### src/rtl/ddr3_tg_pkg.sv
// Shared constants and types for the DDR3 app-interface traffic generator.
package ddr3_tg_pkg;

    localparam logic [2:0] CMD_WRITE = 3'b000;
    localparam logic [2:0] CMD_READ  = 3'b001;

    typedef logic [2:0] tg_state_t;

    localparam tg_state_t ST_IDLE     = 3'd0;
    localparam tg_state_t ST_WAIT_CAL = 3'd1;
    localparam tg_state_t ST_WRITE    = 3'd2;
    localparam tg_state_t ST_READ     = 3'd3;
    localparam tg_state_t ST_DRAIN    = 3'd4;

    localparam logic [1:0] PAT_ADDR     = 2'd0;
    localparam logic [1:0] PAT_WALK1    = 2'd1;
    localparam logic [1:0] PAT_ADDR_INV = 2'd2;

    localparam int BURST_STEP = 8;

endpackage

### src/rtl/ddr3_app_traffic_gen_if.sv
// MIG 7-series app_* command, write-data and read-data bundle.
interface ddr3_app_traffic_gen_if #(
    parameter int ADDR_WIDTH = 28,
    parameter int DATA_WIDTH = 128
);
    logic [ADDR_WIDTH-1:0]   o_app_addr;
    logic [2:0]              o_app_cmd;
    logic                    o_app_en;
    logic                    i_app_rdy;
    logic [DATA_WIDTH-1:0]   o_app_wdf_data;
    logic                    o_app_wdf_wren;
    logic                    o_app_wdf_end;
    logic [DATA_WIDTH/8-1:0] o_app_wdf_mask;
    logic                    i_app_wdf_rdy;
    logic [DATA_WIDTH-1:0]   i_app_rd_data;
    logic                    i_app_rd_data_valid;

    modport master (
        output o_app_addr, o_app_cmd, o_app_en,
        output o_app_wdf_data, o_app_wdf_wren,
        output o_app_wdf_end, o_app_wdf_mask,
        input  i_app_rdy, i_app_wdf_rdy,
        input  i_app_rd_data, i_app_rd_data_valid
    );

    modport slave (
        input  o_app_addr, o_app_cmd, o_app_en,
        input  o_app_wdf_data, o_app_wdf_wren,
        input  o_app_wdf_end, o_app_wdf_mask,
        output i_app_rdy, i_app_wdf_rdy,
        output i_app_rd_data, i_app_rd_data_valid
    );
endinterface

### src/rtl/ddr3_tg_pattern.sv
// Combinational data pattern for one burst address and pass parity.
module ddr3_tg_pattern
    import ddr3_tg_pkg::*;
#(
    parameter int                    ADDR_WIDTH = 28,
    parameter int                    DATA_WIDTH = 128,
    parameter logic [ADDR_WIDTH-1:0] START_ADDR = '0
) (
    input  logic [ADDR_WIDTH-1:0] addr,
    input  logic                  parity,
    input  logic [1:0]            mode,
    output logic [DATA_WIDTH-1:0] data
);
    localparam int SH = $clog2(BURST_STEP);
    localparam logic [ADDR_WIDTH-1:0] DW_A = ADDR_WIDTH'(DATA_WIDTH);

    logic [31:0]           a32;
    logic [ADDR_WIDTH-1:0] idx;
    logic [ADDR_WIDTH-1:0] pos;
    logic [DATA_WIDTH-1:0] rep;
    logic [DATA_WIDTH-1:0] walk;

    always_comb begin
        a32  = 32'(addr);
        idx  = (addr - START_ADDR) >> SH;
        pos  = idx % DW_A;
        rep  = {(DATA_WIDTH/32){a32}};
        walk = DATA_WIDTH'(1) << pos;
        case (mode)
            PAT_ADDR:     data = rep;
            PAT_WALK1:    data = walk;
            PAT_ADDR_INV: data = rep ^ {DATA_WIDTH{parity}};
            default:      data = '0;
        endcase
    end

endmodule

### src/rtl/ddr3_app_traffic_gen.sv
// Write/read-back/compare traffic generator for the MIG DDR3 app interface.
module ddr3_app_traffic_gen
    import ddr3_tg_pkg::*;
#(
    parameter int                    ADDR_WIDTH      = 28,
    parameter int                    DATA_WIDTH      = 128,
    parameter logic [ADDR_WIDTH-1:0] START_ADDR      = '0,
    parameter int                    NUM_BURSTS      = 1024,
    parameter int                    MAX_OUTSTANDING = 16,
    parameter int                    PATTERN_MODE    = 0,
    parameter int                    LOOP            = 1
) (
    input  logic                  i_clk,
    input  logic                  i_rst,
    input  logic                  i_calib_done,
    input  logic                  i_start,
    ddr3_app_traffic_gen_if.master app,
    output logic                  o_busy,
    output logic                  o_error,
    output logic [15:0]           o_err_count,
    output logic [31:0]           o_pass_count,
    output logic [ADDR_WIDTH-1:0] o_first_err_addr
);
    localparam int CW = $clog2(NUM_BURSTS + 1);
    localparam int OW = $clog2(MAX_OUTSTANDING + 1);
    localparam logic [CW-1:0] LAST = CW'(NUM_BURSTS - 1);
    localparam logic [CW-1:0] NB   = CW'(NUM_BURSTS);
    localparam logic [OW-1:0] MAXO = OW'(MAX_OUTSTANDING);
    localparam logic [ADDR_WIDTH-1:0] STEP = ADDR_WIDTH'(BURST_STEP);
    localparam logic [1:0] MODE = 2'(PATTERN_MODE);

    tg_state_t             state;
    logic [ADDR_WIDTH-1:0] addr;
    logic [CW-1:0]         cnt;
    logic                  cmd_pend;
    logic                  dat_pend;
    logic [OW-1:0]         outs;
    logic [ADDR_WIDTH-1:0] exp_addr;
    logic [CW-1:0]         cmp_cnt;

    logic                  in_wr, in_rd, app_en, wren;
    logic                  cmd_acc, dat_acc, burst_done;
    logic                  rd_ok, mismatch, drain_done, pass_start;
    logic [DATA_WIDTH-1:0] wr_data, exp_data;

    ddr3_tg_pattern #(
        .ADDR_WIDTH(ADDR_WIDTH), .DATA_WIDTH(DATA_WIDTH),
        .START_ADDR(START_ADDR)
    ) u_wr_pat (
        .addr(addr), .parity(o_pass_count[0]),
        .mode(MODE), .data(wr_data)
    );

    ddr3_tg_pattern #(
        .ADDR_WIDTH(ADDR_WIDTH), .DATA_WIDTH(DATA_WIDTH),
        .START_ADDR(START_ADDR)
    ) u_exp_pat (
        .addr(exp_addr), .parity(o_pass_count[0]),
        .mode(MODE), .data(exp_data)
    );

    always_comb begin
        in_wr      = (state == ST_WRITE);
        in_rd      = (state == ST_READ);
        app_en     = (in_wr & cmd_pend) | (in_rd & (outs != MAXO));
        wren       = in_wr & dat_pend;
        cmd_acc    = app_en & app.i_app_rdy;
        dat_acc    = wren & app.i_app_wdf_rdy;
        burst_done = in_wr & (~cmd_pend | cmd_acc)
                   & (~dat_pend | dat_acc);
        rd_ok      = app.i_app_rd_data_valid
                   & (in_rd | (state == ST_DRAIN));
        mismatch   = rd_ok & (app.i_app_rd_data != exp_data);
        drain_done = (state == ST_DRAIN) & (outs == '0)
                   & (cmp_cnt == NB);
        pass_start = ((state == ST_WAIT_CAL) & i_calib_done)
                   | (drain_done & (LOOP != 0));
    end

    assign app.o_app_addr     = addr;
    assign app.o_app_cmd      = in_rd ? CMD_READ : CMD_WRITE;
    assign app.o_app_en       = app_en;
    assign app.o_app_wdf_data = wren ? wr_data : '0;
    assign app.o_app_wdf_wren = wren;
    assign app.o_app_wdf_end  = wren;
    assign app.o_app_wdf_mask = '0;
    assign o_busy             = (state != ST_IDLE);

    always_ff @(posedge i_clk or posedge i_rst) begin
        if (i_rst) begin
            state            <= ST_IDLE;
            addr             <= '0;
            cnt              <= '0;
            cmd_pend         <= 1'b0;
            dat_pend         <= 1'b0;
            outs             <= '0;
            exp_addr         <= '0;
            cmp_cnt          <= '0;
            o_error          <= 1'b0;
            o_err_count      <= '0;
            o_pass_count     <= '0;
            o_first_err_addr <= '0;
        end else begin
            if (in_rd & cmd_acc & ~rd_ok)
                outs <= outs + OW'(1);
            else if (rd_ok & ~(in_rd & cmd_acc) & (outs != '0))
                outs <= outs - OW'(1);

            if (rd_ok) begin
                exp_addr <= exp_addr + STEP;
                cmp_cnt  <= cmp_cnt + CW'(1);
            end
            if (mismatch) begin
                o_error <= 1'b1;
                if (o_err_count != 16'hFFFF)
                    o_err_count <= o_err_count + 16'd1;
                if (!o_error)
                    o_first_err_addr <= exp_addr;
            end

            unique case (state)
                ST_IDLE: begin
                    if (i_start)
                        state <= ST_WAIT_CAL;
                end
                ST_WAIT_CAL: ;
                ST_WRITE: begin
                    if (cmd_acc)
                        cmd_pend <= 1'b0;
                    if (dat_acc)
                        dat_pend <= 1'b0;
                    if (burst_done) begin
                        if (cnt == LAST) begin
                            state <= ST_READ;
                            addr  <= START_ADDR;
                            cnt   <= '0;
                        end else begin
                            addr     <= addr + STEP;
                            cnt      <= cnt + CW'(1);
                            cmd_pend <= 1'b1;
                            dat_pend <= 1'b1;
                        end
                    end
                end
                ST_READ: begin
                    if (cmd_acc) begin
                        if (cnt == LAST) begin
                            state <= ST_DRAIN;
                        end else begin
                            addr <= addr + STEP;
                            cnt  <= cnt + CW'(1);
                        end
                    end
                end
                ST_DRAIN: begin
                    if (drain_done) begin
                        o_pass_count <= o_pass_count + 32'd1;
                        if (LOOP == 0)
                            state <= ST_IDLE;
                    end
                end
                default: state <= ST_IDLE;
            endcase

            // A new pass restarts every per-pass counter; error state is kept.
            if (pass_start) begin
                state    <= ST_WRITE;
                addr     <= START_ADDR;
                cnt      <= '0;
                cmd_pend <= 1'b1;
                dat_pend <= 1'b1;
                exp_addr <= START_ADDR;
                cmp_cnt  <= '0;
            end
        end
    end

endmodule
### src/flat_wrapper.sv
// flat-port wrapper written by rule: the top's interface ports become plain ports
module ddr3_app_traffic_gen_flat import ddr3_tg_pkg::*;
#(
    parameter int                    ADDR_WIDTH      = 28,
    parameter int                    DATA_WIDTH      = 128,
    parameter logic [ADDR_WIDTH-1:0] START_ADDR      = '0,
    parameter int                    NUM_BURSTS      = 1024,
    parameter int                    MAX_OUTSTANDING = 16,
    parameter int                    PATTERN_MODE    = 0,
    parameter int                    LOOP            = 1
)
  (i_clk, i_rst, i_calib_done, i_start, o_busy, o_error, o_err_count, o_pass_count, o_first_err_addr, app_o_app_addr, app_o_app_cmd, app_o_app_en, app_o_app_wdf_data, app_o_app_wdf_wren, app_o_app_wdf_end, app_o_app_wdf_mask, app_i_app_rdy, app_i_app_wdf_rdy, app_i_app_rd_data, app_i_app_rd_data_valid);
  ddr3_app_traffic_gen_if #(.ADDR_WIDTH(ADDR_WIDTH), .DATA_WIDTH(DATA_WIDTH)) app_i ();
  input  logic i_clk;
  input  logic i_rst;
  input  logic i_calib_done;
  input  logic i_start;
  output logic o_busy;
  output logic o_error;
  output logic [15:0] o_err_count;
  output logic [31:0] o_pass_count;
  output logic [ADDR_WIDTH-1:0] o_first_err_addr;
  output wire logic [$bits(app_i.o_app_addr)-1:0] app_o_app_addr;
  output wire logic [$bits(app_i.o_app_cmd)-1:0] app_o_app_cmd;
  output wire logic [$bits(app_i.o_app_en)-1:0] app_o_app_en;
  output wire logic [$bits(app_i.o_app_wdf_data)-1:0] app_o_app_wdf_data;
  output wire logic [$bits(app_i.o_app_wdf_wren)-1:0] app_o_app_wdf_wren;
  output wire logic [$bits(app_i.o_app_wdf_end)-1:0] app_o_app_wdf_end;
  output wire logic [$bits(app_i.o_app_wdf_mask)-1:0] app_o_app_wdf_mask;
  input wire logic [$bits(app_i.i_app_rdy)-1:0] app_i_app_rdy;
  input wire logic [$bits(app_i.i_app_wdf_rdy)-1:0] app_i_app_wdf_rdy;
  input wire logic [$bits(app_i.i_app_rd_data)-1:0] app_i_app_rd_data;
  input wire logic [$bits(app_i.i_app_rd_data_valid)-1:0] app_i_app_rd_data_valid;
  assign app_o_app_addr = app_i.o_app_addr;
  assign app_o_app_cmd = app_i.o_app_cmd;
  assign app_o_app_en = app_i.o_app_en;
  assign app_o_app_wdf_data = app_i.o_app_wdf_data;
  assign app_o_app_wdf_wren = app_i.o_app_wdf_wren;
  assign app_o_app_wdf_end = app_i.o_app_wdf_end;
  assign app_o_app_wdf_mask = app_i.o_app_wdf_mask;
  assign app_i.i_app_rdy = app_i_app_rdy;
  assign app_i.i_app_wdf_rdy = app_i_app_wdf_rdy;
  assign app_i.i_app_rd_data = app_i_app_rd_data;
  assign app_i.i_app_rd_data_valid = app_i_app_rd_data_valid;
  ddr3_app_traffic_gen #(.ADDR_WIDTH(ADDR_WIDTH), .DATA_WIDTH(DATA_WIDTH), .START_ADDR(START_ADDR), .NUM_BURSTS(NUM_BURSTS), .MAX_OUTSTANDING(MAX_OUTSTANDING), .PATTERN_MODE(PATTERN_MODE), .LOOP(LOOP)) u_core (.i_clk(i_clk), .i_rst(i_rst), .i_calib_done(i_calib_done), .i_start(i_start), .app(app_i), .o_busy(o_busy), .o_error(o_error), .o_err_count(o_err_count), .o_pass_count(o_pass_count), .o_first_err_addr(o_first_err_addr));
endmodule
### config.mk
export PLATFORM = sky130hd
export DESIGN_NAME = ddr3_app_traffic_gen_flat
export DESIGN_NICKNAME = d
export VERILOG_FILES = /design/src/rtl/ddr3_tg_pkg.sv /design/src/rtl/ddr3_app_traffic_gen_if.sv /design/src/rtl/ddr3_tg_pattern.sv /design/src/rtl/ddr3_app_traffic_gen.sv /design/src/flat_wrapper.sv
export SDC_FILE = /design/constraint.sdc
export NUM_CORES = 1
export LEC_CHECK = 0
export BUFFER_PORTS_ARGS = -buffer_cell sky130_fd_sc_hd__buf_2
export CORE_MARGIN = 10
export CORE_UTILIZATION = 23
export CTS_CLUSTER_DIAMETER = 50
export DETAILED_ROUTE_END_ITERATION = 7
export GPL_ROUTABILITY_DRIVEN = 0
export PLACE_DENSITY = 0.53
export SYNTH_ARGS = -nofsm -noshare
export SYNTH_HDL_FRONTEND = slang
export SYNTH_SLANG_ARGS = --single-unit
### constraint.sdc
create_clock -name i_clk -period 5.9 [get_ports i_clk]
set_input_delay 0.885 -clock i_clk [delete_from_list [all_inputs] [get_ports i_clk]]
set_output_delay 0.885 -clock i_clk [all_outputs]
set_load 0.02 [all_outputs]
Word level (Yosys, flattened, before mapping) --
Cells that the tools add are included.
Operators by class: $add $sub $neg 8, multipliers 0, divide/modulo/power cells 0, magnitude comparators 0, eq/ne operators 16, shift operators 0, mux-type cells 37, bitwise gates (word level) 26, reduce and logical (&&, ||, !) cells 14
Operator list (count):
- 2-to-1 mux 28 bit | 7
- inequality test 128 x 124 -> 1 bit | 1
- 2-to-1 mux 124 bit | 1
- 2-to-1 mux 11 bit | 7
- adder 28 x 4 -> 28 bit, second input constant | 2
- one-hot mux 28 bit (2 select lines) | 1
- adder 32 x 1 -> 32 bit, second input constant | 1
- adder 11 x 1 -> 11 bit, second input constant | 2
- one-hot mux 11 bit (2 select lines) | 1
- 2-to-1 mux 3 bit | 6
- adder 16 x 1 -> 16 bit, second input constant | 1
- AND 1 bit | 16
- inequality test 16 bit, second input constant | 1
- inequality test 3 bit, second input constant | 5
- one-hot mux 3 bit (4 select lines) | 1
- == test 11 x 10 -> 1 bit, second input constant | 1
- == test 11 bit, second input constant | 1
- 2-to-1 mux 1 bit | 11
- 2-to-1 mux 5 bit | 2
- == test 3 x 2 -> 1 bit, second input constant | 2
- AND reduction 2 bit | 3
- AND reduction 6 bit | 1
- nonzero test 2 bit | 3
- nonzero test 3 bit | 2
- other kinds (14) | 22
Storage, ports and cells: bits in registers 165, latch bits 0, memory bits (writable) 0, bits in read-only memories 0, input bits 135, output and inout port bits 256, word-level logic and storage cells 113, memories 0

Logic depth before layout (Yosys ltp) --
Gate-level depths: netlist of run 1.
depth after elaboration 10, gate-level depth with buffers 11, gate-level depth less buffers 9

Modules after synthesis --
From an unflattened synthesis of run 1, not the netlist that was laid out.
Unflattened totals: cells, all modules 1642, area total of the unflattened synthesis 13629.3 sq um
By module, submodules not included:
- ddr3_app_traffic_gen | times used 1, cells each 1090, area an instance 10048.4 sq um, sequential area each 3903.7 sq um
- ddr3_tg_pattern | times used 2, cells each 276, area an instance 1790.5 sq um, sequential area each 0.0 sq um

Least setup slack after synthesis of run 1 --
Ideal clock, no wire load.
kind input -> register, start point input app_i_app_rd_data[50], end point register u_core.o_first_err_addr[10], library setup time 0.128 ns, data arrival time 2.926 ns, required time 5.772 ns, setup slack 2.846 ns, stages on the path 8, path buffers 2, cell sequence or4_1 > a221oi_1 > nand4_1 > o41ai_4 > or2_1 > buf_4 > buf_8 > mux2_1
On the way: longest elaborated chain between the ends 3
RTL lines:
- start, declared | line flat_wrapper.sv:32 | input wire logic [$bits(app_i.i_app_rd_data)-1:0] app_i_app_rd_data;
- inequality test 128 x 124 -> 1 bit | line ddr3_app_traffic_gen.sv:73 | mismatch = rd_ok & (app.i_app_rd_data != exp_data);
- AND 1 bit | line ddr3_app_traffic_gen.sv:73
- AND reduction 2 bit (no source line)
- end signal, assigned | line ddr3_app_traffic_gen.sv:118 | o_first_err_addr <= exp_addr;
- end, declared | line ddr3_app_traffic_gen.sv:22 | output logic [ADDR_WIDTH-1:0] o_first_err_addr
No other way between the ends. A chain may end at the register's enable or synchronous reset.

Worst setup path in the final report of run 1 --
start point register u_core.outs[1], end point register u_core.addr[8], in the netlist u_core.app.o_app_addr[8]
On the way: longest elaborated chain between the ends 9, elaborated cells on any way between the ends 17, those cells by class eq/ne (4); mux (1); bitwise (9); reduce/logical (3)
RTL lines:
- start, declared | line ddr3_app_traffic_gen.sv:37 | logic [OW-1:0] outs;
- start signal, assigned | line ddr3_app_traffic_gen.sv:105 | outs <= outs + OW'(1);
- start signal, assigned | line ddr3_app_traffic_gen.sv:107 | outs <= outs - OW'(1);
- inequality test 5 bit | line ddr3_app_traffic_gen.sv:65 | app_en = (in_wr & cmd_pend) | (in_rd & (outs != MAXO));
- AND 1 bit | line ddr3_app_traffic_gen.sv:65
- bitwise OR 1 bit | line ddr3_app_traffic_gen.sv:65
- AND 1 bit | line ddr3_app_traffic_gen.sv:67 | cmd_acc = app_en & app.i_app_rdy;
- bitwise OR 1 bit | line ddr3_app_traffic_gen.sv:69 | burst_done = in_wr & (~cmd_pend | cmd_acc)
- AND 1 bit | line ddr3_app_traffic_gen.sv:69
- AND 1 bit | line ddr3_app_traffic_gen.sv:70 | & (~dat_pend | dat_acc);
- inequality test 3 bit (no source line)
- AND reduction 4 bit (no source line)
- end signal, assigned | line ddr3_app_traffic_gen.sv:138 | addr <= addr + STEP;
- end signal, assigned | line ddr3_app_traffic_gen.sv:150 | addr <= addr + STEP;
- end, declared | line ddr3_app_traffic_gen.sv:33 | logic [ADDR_WIDTH-1:0] addr;
Several ways; a longest one is shown, not always the timed one.

==> results.yml, run 1 <==
status:
  status: "finished clean"
final_layout:
  area_growth_pct: 20.4
  multi_input_area_mm2: 0.00490
  fin_cells: 1850
  drive_gt1_share_pct: 30.9
  nets: 1444
  nFillCells: 4560
  regArea_mm2: 0.00390
clock_tree:
  cts.clk_slew.worst_paths_ns: 0.07
  clkLatencyLatePin_ns: 0.44
  cts-root-buf: "clkbuf_16"
  cts_resized: 0
  cts_buffers: 17
  clock_path_buffers: 2
  htreeDepth: 4
  ctsHoldBuffers: 0
  clock-sinks: 156
  cts_tree: "done"
  post-cts-setup-buffers: 0
global_route:
  grt_pass1_vias: 8545
  grt_overflow: 0
  grt_util_all_layers_pct: 12.2
  antenna_found_initial: 0
  grt_max_degree: 69
  grt_pass1_wl_um: 48900
die:
  initial_core_util_pct: 23.4
  die_width_um: 227
  die_h_um: 227
  fp-row-count: 75
  io_pins: 391
  fp.coreArea_mm2: 0.0422
  dieArea_mm2: 0.0517
worst_setup_path:
  critPathLaunchType: "flop"
  cp_slowest_cell: "nand2b_1"
  critical_path_class: "reg -> reg"
  arrival_ns: 4.22
  path_cells: "or4_1 -> or3_4 -> or2_4 -> nand2_4 -> o21bai_4 -> buf_4 -> nand2b_1 -> buf_4 -> o41ai_2"
  reg2reg_from: "u_core.outs[1]$_DFFE_PP0P_"
  cp_common_cell: "buf_4"
  crit_required_ns: 6.23
  crit_fanout: 45
  cpPeakStageDelay_ns: 0.64
  r2r_slack_ns: 2.01
  r2r_cells: 9
  endpoint_kind: "flop"
  r2r-end: "u_core.app.o_app_addr[8]$_DFFE_PP0P_"
detailed_routing:
  detail-route-antenna-nets: 0
  drt_first_pass_iters: 4
  wl_um: 32500
  drc: 0
  viasPerCell: 4.48
  first_iter_violations: 457
  post_drt_wl_per_cell_um: 17.6
  vias: 8284
timing:
  fmax_mhz: 257
  drv_slew: 0
  fin_tns_setup_ns: 0
  finalCritPeriodShare_pct: 66.0
  worst-slew-pin-transition_ns: 0.967
  min_period_ns: 3.89
  skew_ns: 0.0106
  worst_hold_slack_ns: 0.466
  setup-violations-final: 0
  finalHoldViolCount: 0
  slew_headroom_pct: 35.5
  rsz0062_at_grt: "no"
placed_design:
  hpwl_um: 25800
  placed_cells: 1817
  io_buffers: 338
synthesis:
  synthFlopType: "dfrtp_1"
  ys_seq_area_share_pct: 39.4
  synth_edf_count: 0
  async_flop_share_pct: 100
  synth_top_area_share_pct: 39.4
  synth_seq_cells: 156
  netlist_area_mm2: 0.00990
  synth_area_leader_cell: "dfrtp_1"
  yosysWarnings: 0
  syn_inst: 1061
  synth.area.top_cells: "dfrtp_1 (39%), buf_4 (10%), xnor2_1 (6.7%)"
  synth_cell_types: 66
  avgSynthCellArea_um2: 9.33
power:
  ir_drop_v: 0.000138
  power.leakage_nw: 6.05
  p_per_area_mw_per_mm2: 246
min_path:
  hold_path_end: "u_core.o_pass_count[31]$_DFFE_PP0P_"
  holdPathStages: 1
  worstHoldStart: "u_core.o_pass_count[31]$_DFFE_PP0P_"
  hold_class: "reg -> reg"
run:
  drv_cap: 0
[power breakdown]
group | switching, mW | internal [mW]
clock network | 0.480 | 0.680
registers | 0.0664 | 1.11
logic | 0.402 | 0.196
total | 0.948 | 1.99
[sequential cells by signal (all words and copies together), names as in the netlist]
signal                   cells
u_core.cmd_pend              1
u_core.cnt                  11
u_core.o_err_count          16
u_core.outs                  5
u_core.o_pass_count         32
u_core.exp_addr             25
u_core.cmp_cnt              11
u_core.state                 3
u_core.app.o_app_addr       25
u_core.o_first_err_addr     25
u_core.o_error               1
u_core.dat_pend              1
[Yosys cell counts (5+ instances only)]
cell type,instances
and4_1,6
nor4_1,23
o31ai_2,10
nor3_1,23
nand2b_1,13
and3_1,21
mux2_1,25
xor2_1,71
or3_1,12
nand2_1,68
nor2b_1,6
a21oi_1,10
or4_1,11
inv_1,20
ha_1,11
buf_4,135
xnor2_1,76
and2_1,26
clkbuf_1,32
nand4_1,29
buf_2,5
o21ai_1,25
nand3_1,62
a31oi_1,6
nor2_1,85
o21ai_0,28
dfrtp_1,156
[routing by layer]
metal	share of wire, %	track usage [%]	routed length [µm]	vias to the layer above
li1	-	-	-	3944
met4	2.0	3.76	639	0
met1	39	13.3	12700	4004
met2	50	21.7	16400	303
met5	0	0	0	-
met3	8.6	4.21	2790	33
[kinds of logic after synthesis]
group / after synthesis / share of synthesized area [%]
buffers and inverters: 200 / 13.1
and+or+nand+nor: 405 / 21.5
muxes: 32 / 3.60
AOI/OAI and AO/OA: 108 / 7.65
other: 1 / 0.0379
xor gates and xnor gates: 147 / 13.0
adders and majority gates: 12 / 1.59
DFF: 156 / 39.4
[placed cells by master, fill, tap and decap left out, types with 11 or more instances in the layout]
cell	instances
buf_2	338
dfrtp_1	156
nor2_1	85
xnor2_1	76
xor2_1	71
nand2_1	68
nand3_1	62
conb_1	52
nand4_1	29
o21ai_0	28
and2_1	26
mux2_1	25
o21ai_1	25
nor4_1	23
nor3_1	22
and3_1	21
inv_1	19
clkbuf_16	17
nand2b_1	13
or3_1	12
or4_1	11
ha_1	11
[metrics by stage]
step / instance area [µm²] / setup slack (ns) / power [mW] / util [%]
4_1_cts: 11900 / 1.97 / 2.99 / 28.2
2_1_floorplan: 10100 / 0.808 / 1.67 / -
5_1_grt: 11900 / 1.79 / 3.09 / 28.2
3_5_place_dp: 11300 / 1.98 / 1.81 / 26.8
3_3_place_gp: 11300 / 2.00 / 1.80 / 26.8
6_report: 11900 / 2.01 / 2.94 / 28.2
[layout make-up]
| type | count | area share, % |
|---|---|---|
| repair buffers | 346 | 14.7 |
| inverters | 20 | 0.672 |
| clock inverters | 13 | 1.40 |
| multi-input cells | 756 | 41.1 |
| well taps | 539 | 5.66 |
| diodes | 1 | 0.0210 |
| flip-flops and latches | 156 | 32.8 |
| clock buffers | 19 | 3.72 |
[how the worst max path moves through the flow]
stage	from	to	slack (ns)	depth (start not counted)
floorplan	i_rst	u_core.app.o_app_addr[10]$_DFFE_PP0P_	0.81	1
global placement	app_i_app_rd_data[3]	u_core.o_first_err_addr[11]$_DFFE_PP0P_	2.00	9
detailed placement	app_i_app_rd_data[3]	u_core.o_first_err_addr[11]$_DFFE_PP0P_	1.98	9
CTS	u_core.outs[3]$_DFFE_PP0P_	u_core.app.o_app_addr[8]$_DFFE_PP0P_	1.97	9
global route	u_core.outs[3]$_DFFE_PP0P_	u_core.app.o_app_addr[8]$_DFFE_PP0P_	1.79	9
finish	u_core.outs[1]$_DFFE_PP0P_	u_core.app.o_app_addr[8]$_DFFE_PP0P_	2.01	9
[worst max-delay path: cells and delay by family, from the launching register on]
family | cells | cell delay, ns
buffers and inverters | 2 | 0.69
flip-flops | 1 | 0.42
AND/OR/NAND/NOR | 5 | 2.26
AO/OA/AOI/OAI | 2 | 0.39
Power figures use the tool's default switching activity.
==> run 2, diff against run 1 <==
Settings changed: PLACE_DENSITY 0.53 to 0.54.
Clock period 5.9 ns to 3.12 ns, I/O delays scaled along.
==> run 2 against run 1 <==
Sequential power rose by 88%. Worst setup slack worse by 1.7 ns. Non-clock buffer count grew 32. Largest power group unchanged. Final area is 2.4% higher. Clock power grew 88%. Hold slack worse by 0.31 ns. Sequential share of layout area shrank 0.78 points. Critical path type unchanged.
==> results.yml, run 2 (synthesis results as in run 1) <==
worst_setup_path:
  crit_fanout: 25
  cp_slowest_cell: "dfrtp_1"
  cp-startpoint: "u_core.exp_addr[12]$_DFFE_PP0P_"
  endpoint_kind: "flop"
  crit_required_ns: 3.43
  arrival_ns: 3.17
  r2r-end: "u_core.o_first_err_addr[5]$_DFFE_PP0P_"
  cpPeakStageDelay_ns: 0.53
  r2r_slack_ns: 0.26
  crit_cells: 7
  reg2reg_from: "u_core.exp_addr[12]$_DFFE_PP0P_"
  r2r_cells: 7
  path_cells: "or3_1 -> a221oi_1 -> nand3_1 -> o41ai_4 -> or2_1 -> buf_12 -> mux2_1"
  critical_path_class: "reg -> reg"
  path_buf_inv: 1
  critPathLaunchType: "flop"
  cp_top_family: "simple AND/OR/NAND/NOR gates"
clock_tree:
  clock_path_buffers: 2
  cts_tree: "done"
  cts_resized: 0
  cts_buffers: 17
  cts-root-buf: "clkbuf_16"
  cts.clk_slew.worst_paths_ns: 0.07
  post-cts-setup-buffers: 0
  clock-sinks: 156
  ctsHoldBuffers: 0
  clkLatencyLatePin_ns: 0.44
  htreeDepth: 4
final_layout:
  largest_register_ffs: 32
  fin_cells: 1882
  nets: 1476
  drive_gt1_share_pct: 32.6
  nFillCells: 4519
  layout_commonest_cell: "buf_2"
  regMostFlops: "u_core.o_pass_count"
  area_growth_pct: 23.3
  layout_common_cells: "buf_2 (338), dfrtp_1 (156), nor2_1 (85), xnor2_1 (76), xor2_1 (71)"
power:
  ir_drop_v: 0.000349
  power_mw: 5.58
  power.leakage_nw: 6.25
  p_per_area_mw_per_mm2: 457
placed_design:
  hpwl_um: 26000
  io_buffers: 338
  placed_cells: 1849
global_route:
  grt_util_all_layers_pct: 12.2
  grt_pass1_wl_um: 49600
  antenna_found_initial: 1
  grt_overflow: 0
  grt_max_degree: 90
  grt_pass1_vias: 8591
min_path:
  hold_class: "in -> async"
detailed_routing:
  detail-route-antenna-nets: 0
  drc: 0
  viasPerCell: 4.42
  first_iter_violations: 457
  wl_um: 32600
  vias: 8323
  drt_first_pass_iters: 4
  post_drt_wl_per_cell_um: 17.3
timing:
  setup-violations-final: 0
  fin_tns_setup_ns: 0
  min_period_ns: 2.86
  fmax_mhz: 349
  slew_headroom_pct: 50.1
  rsz0062_at_grt: "no"
  finalHoldViolCount: 0
  worst-slew-pin-transition_ns: 0.746
  finalCritPeriodShare_pct: 91.7
  skew_ns: 0.0149
  drv_slew: 0
die:
  fp.coreArea_mm2: 0.0422
  io_pins: 391
  initial_core_util_pct: 23.4
  die_width_um: 227
  die_h_um: 227
  dieArea_mm2: 0.0517
  fp-row-count: 75
run:
  drv_cap: 0
status:
  status: "finished clean"
-- run 2: cell count changes in the layout (fill, tap and decap cells not counted) --
| cell | before | now |
|---|---|---|
| clkbuf_1 | 1 | 0 |
| clkbuf_8 | 1 | 4 |
| buf_12 | 0 | 4 |
| inv_6 | 3 | 2 |
| clkinvlp_4 | 3 | 1 |
| clkinv_4 | 3 | 5 |
| bufinv_16 | 3 | 2 |
| buf_4 | 8 | 36 |
-- run 2: how the worst max path moves through the flow --
stage	end	slack (ns)
3_5_place_dp	u_core.o_first_err_addr[22]$_DFFE_PP0P_	0.05
2_1_floorplan	u_core.outs[4]$_DFFE_PP0P_	0.15
3_3_place_gp	u_core.o_first_err_addr[6]$_DFFE_PP0P_	0.05
4_1_cts	u_core.o_first_err_addr[22]$_DFFE_PP0P_	0.21
6_report	u_core.o_first_err_addr[5]$_DFFE_PP0P_	0.26
5_1_grt	u_core.o_first_err_addr[5]$_DFFE_PP0P_	0.16
-- run 2: metrics by stage --
step / utilization [%] / setup WS, ns / hold WS, ns / instance area (µm²)
2_1_floorplan: - / 0.147 / 0.448 / 10100
3_3_place_gp: 27.5 / 0.0499 / 0.450 / 11600
3_5_place_dp: 27.5 / 0.0542 / 0.459 / 11600
4_1_cts: 28.9 / 0.208 / 0.171 / 12200
5_1_grt: 28.9 / 0.159 / 0.181 / 12200
6_report: 28.9 / 0.257 / 0.160 / 12200
-- run 2: report_power, final --
part	internal [mW]	total [mW]	switching, mW
registers	2.10	2.22	0.116
logic	0.398	1.17	0.775
clock network	1.27	2.18	0.910
total	3.78	5.58	1.80
-- run 2: cell type report --
type	instances	area, µm²	share of cell area [%]
diodes	1	2.50	0.0205
clock inverters	11	131	1.08
inverters	20	78.8	0.646
well taps	539	674	5.52
flip-flops and latches	156	3900	32.0
repair buffers	378	2040	16.7
clock buffers	21	480	3.93
multi-input cells	756	4900	40.1
-- run 2: per-layer routing --
layer,part of all wire (%),track usage (%),vias up
met5,0.040,0,-
met4,1.7,3.53,2
met3,8.4,4.21,29
met2,49,21.7,294
met1,41,13.6,4005
li1,-,-,3993
-- run 2: worst reg2reg max path: stages, from the launching register on --
cell      delay, ns
dfrtp_1        0.53
or3_1          0.42
a221oi_1       0.38
nand3_1        0.28
o41ai_4        0.38
or2_1          0.19
buf_12         0.20
mux2_1         0.35
==> run 3, diff against run 2 <==
Clock period 3.12 ns to 2.5 ns, I/O delays scaled along.
==> run 3 against run 2 <==
The flow now finishes with violations (setup timing). Core utilization is 5.0 points higher. Global-route usage grew 0.91 points. Cell count rose by 7.1%. Power rose by 34%. Die area is the same. Sequential cell count is the same. Sequential power grew 25%. Clock-buffer cell count rose by 2. Sequential share of layout area is 4.6 points lower. Critical path depth is 2 higher. Hold slack worse by 0.12 ns. Maximum frequency is 9.5% higher. Largest cell class unchanged.
==> results.yml, run 3 (synthesis results as in run 1) <==
placed_design:
  hpwl_um: 27600
  placed_cells: 1935
  io_buffers: 338
run:
  drv_cap: 0
power:
  pwr-share-clk_pct: 36.2
  p_per_area_mw_per_mm2: 521
  internal_power_mw: 5.04
  power.leakage_nw: 7.27
  ir_drop_v: 0.000439
  switchingPower_mw: 2.41
  p_comb_share_pct: 26.5
  sequentialPowerShare_pct: 37.3
  swShare_pct: 32.4
detailed_routing:
  wl_um: 36900
  first_iter_violations: 477
  drc: 0
  vias: 9075
  post_drt_wl_per_cell_um: 18.3
  detail-route-antenna-nets: 0
  drt_first_pass_iters: 5
  viasPerCell: 4.50
global_route:
  grt_pass1_vias: 9092
  grt_pass1_wl_um: 52700
  grt_util_all_layers_pct: 13.2
  grt_overflow: 0
  grt_max_degree: 44
  antenna_found_initial: 0
die:
  io_pins: 391
  fp-row-count: 75
  die_width_um: 227
  initial_core_util_pct: 23.4
  fp.coreArea_mm2: 0.0422
  dieArea_mm2: 0.0517
  die_h_um: 227
worst_setup_path:
  arrival_ns: 2.93
  endpoint_kind: "flop"
  critPathLaunchType: "flop"
  reg2reg_from: "u_core.exp_addr[20]$_DFFE_PP0P_"
  critical_path_class: "reg -> reg"
  r2r_slack_ns: -0.11
  r2r_cells: 9
  crit_required_ns: 2.81
  r2r-end: "u_core.o_first_err_addr[26]$_DFFE_PP0P_"
  crit_fanout: 6
timing:
  setup-violations-final: 41
  finalHoldViolCount: 0
  min_period_ns: 2.61
  fmax_mhz: 383
  slew_headroom_pct: 55.1
  skew_ns: 0.0107
  drv_slew: 0
  finalCritPeriodShare_pct: 105
  fin_ws_ns: -0.114
  rsz0062_at_grt: "yes"
  worst-slew-pin-transition_ns: 0.672
min_path:
  hold_class: "in -> async"
final_layout:
  num_antenna_cells: 0
  drive_gt1_share_pct: 47.6
  layout_commonest_cell: "buf_2"
  nets: 1611
  fin_util_pct: 33.9
  fin_cells: 2015
  largest_register_ffs: 32
  area_growth_pct: 44.5
  regMostFlops: "u_core.o_pass_count"
  layout_common_cells: "buf_2 (292), buf_4 (176), dfrtp_1 (143), xnor2_1 (74), xor2_1 (71)"
clock_tree:
  cts-root-buf: "clkbuf_16"
  clkLatencyLatePin_ns: 0.43
  htreeDepth: 4
  cts_tree: "done"
  clock-sinks: 156
  ctsHoldBuffers: 0
  cts_buffers: 17
  clock_path_buffers: 2
  cts.clk_slew.worst_paths_ns: 0.07
status:
  status: "finished with violations"
  failed_checks: "setup timing"
run 3: cell count changes in the layout (fill, tap and decap cells not counted), sizes merged:
cell,before,now
buf,378,507
clkbuf,21,26
clkinv,7,3
nand2b,13,15
clkinvlp,1,2
diode,1,0
o21bai,2,3
run 3: repair_timing:
action / 4_1_cts / 5_1_grt
endpoints found under the hold margin: 0 / 0
pin swaps: 19 / 43
setup endpoints to repair: 98 / 156
resized for setup: 62 / 191
setup buffers: 20 / 22
cloned: 6 / 7
run 3: critical path: stages (launching register included):
cell	delay, ns
dfrtp_1	0.52
xor2_1	0.22
nor4_1	0.33
nand4_1	0.14
buf_4	0.17
o41ai_4	0.33
or2_4	0.21
buf_12	0.12
buf_16	0.13
mux2_4	0.30
run 3: power groups by stage:
| stage | Clock (mW) | Combinational, mW | Sequential, mW |
|---|---|---|---|
| 2_1_floorplan | 0 | 1.13 | 2.83 |
| 4_1_cts | 2.79 | 1.64 | 2.76 |
| 5_1_grt | 2.90 | 2.12 | 2.79 |
| 3_5_place_dp | 0 | 1.57 | 2.81 |
| 3_3_place_gp | 0 | 1.55 | 2.80 |
| 6_report | 2.70 | 1.98 | 2.77 |
run 3: final cells by class:
cell class,instances,area (µm²)
fillers,4334,27900
multi-input cells,759,5600
flip-flops and latches,156,3920
repair buffers,510,3430
well taps,539,674
clock buffers,23,488
clock inverters,8,108
inverters,20,78.8
run 3: stage by stage:
stage | area [µm²] | power (mW) | setup TNS, ns | setup slack [ns] | hold slack [ns]
floorplan | 10200 | 3.96 | -1.81 | -0.0709 | 0.448
global placement | 12300 | 4.35 | -18.78 | -0.508 | 0.452
detailed placement | 12300 | 4.37 | -18.33 | -0.502 | 0.458
CTS | 13400 | 7.19 | -1.61 | -0.0742 | 0.0551
global route | 14300 | 7.81 | -11.49 | -0.270 | 0.0605
finish | 14300 | 7.45 | -2.13 | -0.114 | 0.0412
run 3: routing by layer:
metal / up-vias / GRT usage (%) / share of wire, %
met5: - / 0 / 0
met4: 0 / 3.91 / 2.3
met3: 49 / 4.70 / 8.7
met2: 374 / 23.0 / 50
met1: 4378 / 14.8 / 39
li1: 4274 / - / -
run 3: how the worst max path moves through the flow:
stage                                              endpoint  slack (ns)                            start
floorplan           u_core.o_first_err_addr[11]$_DFFE_PP0P_       -0.07           app_i_app_rd_data[114]
global placement    u_core.o_first_err_addr[13]$_DFFE_PP0P_       -0.51            app_i_app_rd_data[28]
detailed placement   u_core.o_first_err_addr[7]$_DFFE_PP0P_       -0.50            app_i_app_rd_data[28]
CTS                  u_core.o_first_err_addr[4]$_DFFE_PP0P_       -0.07   u_core.exp_addr[6]$_DFFE_PP0P_
global route        u_core.o_first_err_addr[25]$_DFFE_PP0P_       -0.27  u_core.exp_addr[17]$_DFFE_PP0P_
finish              u_core.o_first_err_addr[26]$_DFFE_PP0P_       -0.11  u_core.exp_addr[20]$_DFFE_PP0P_
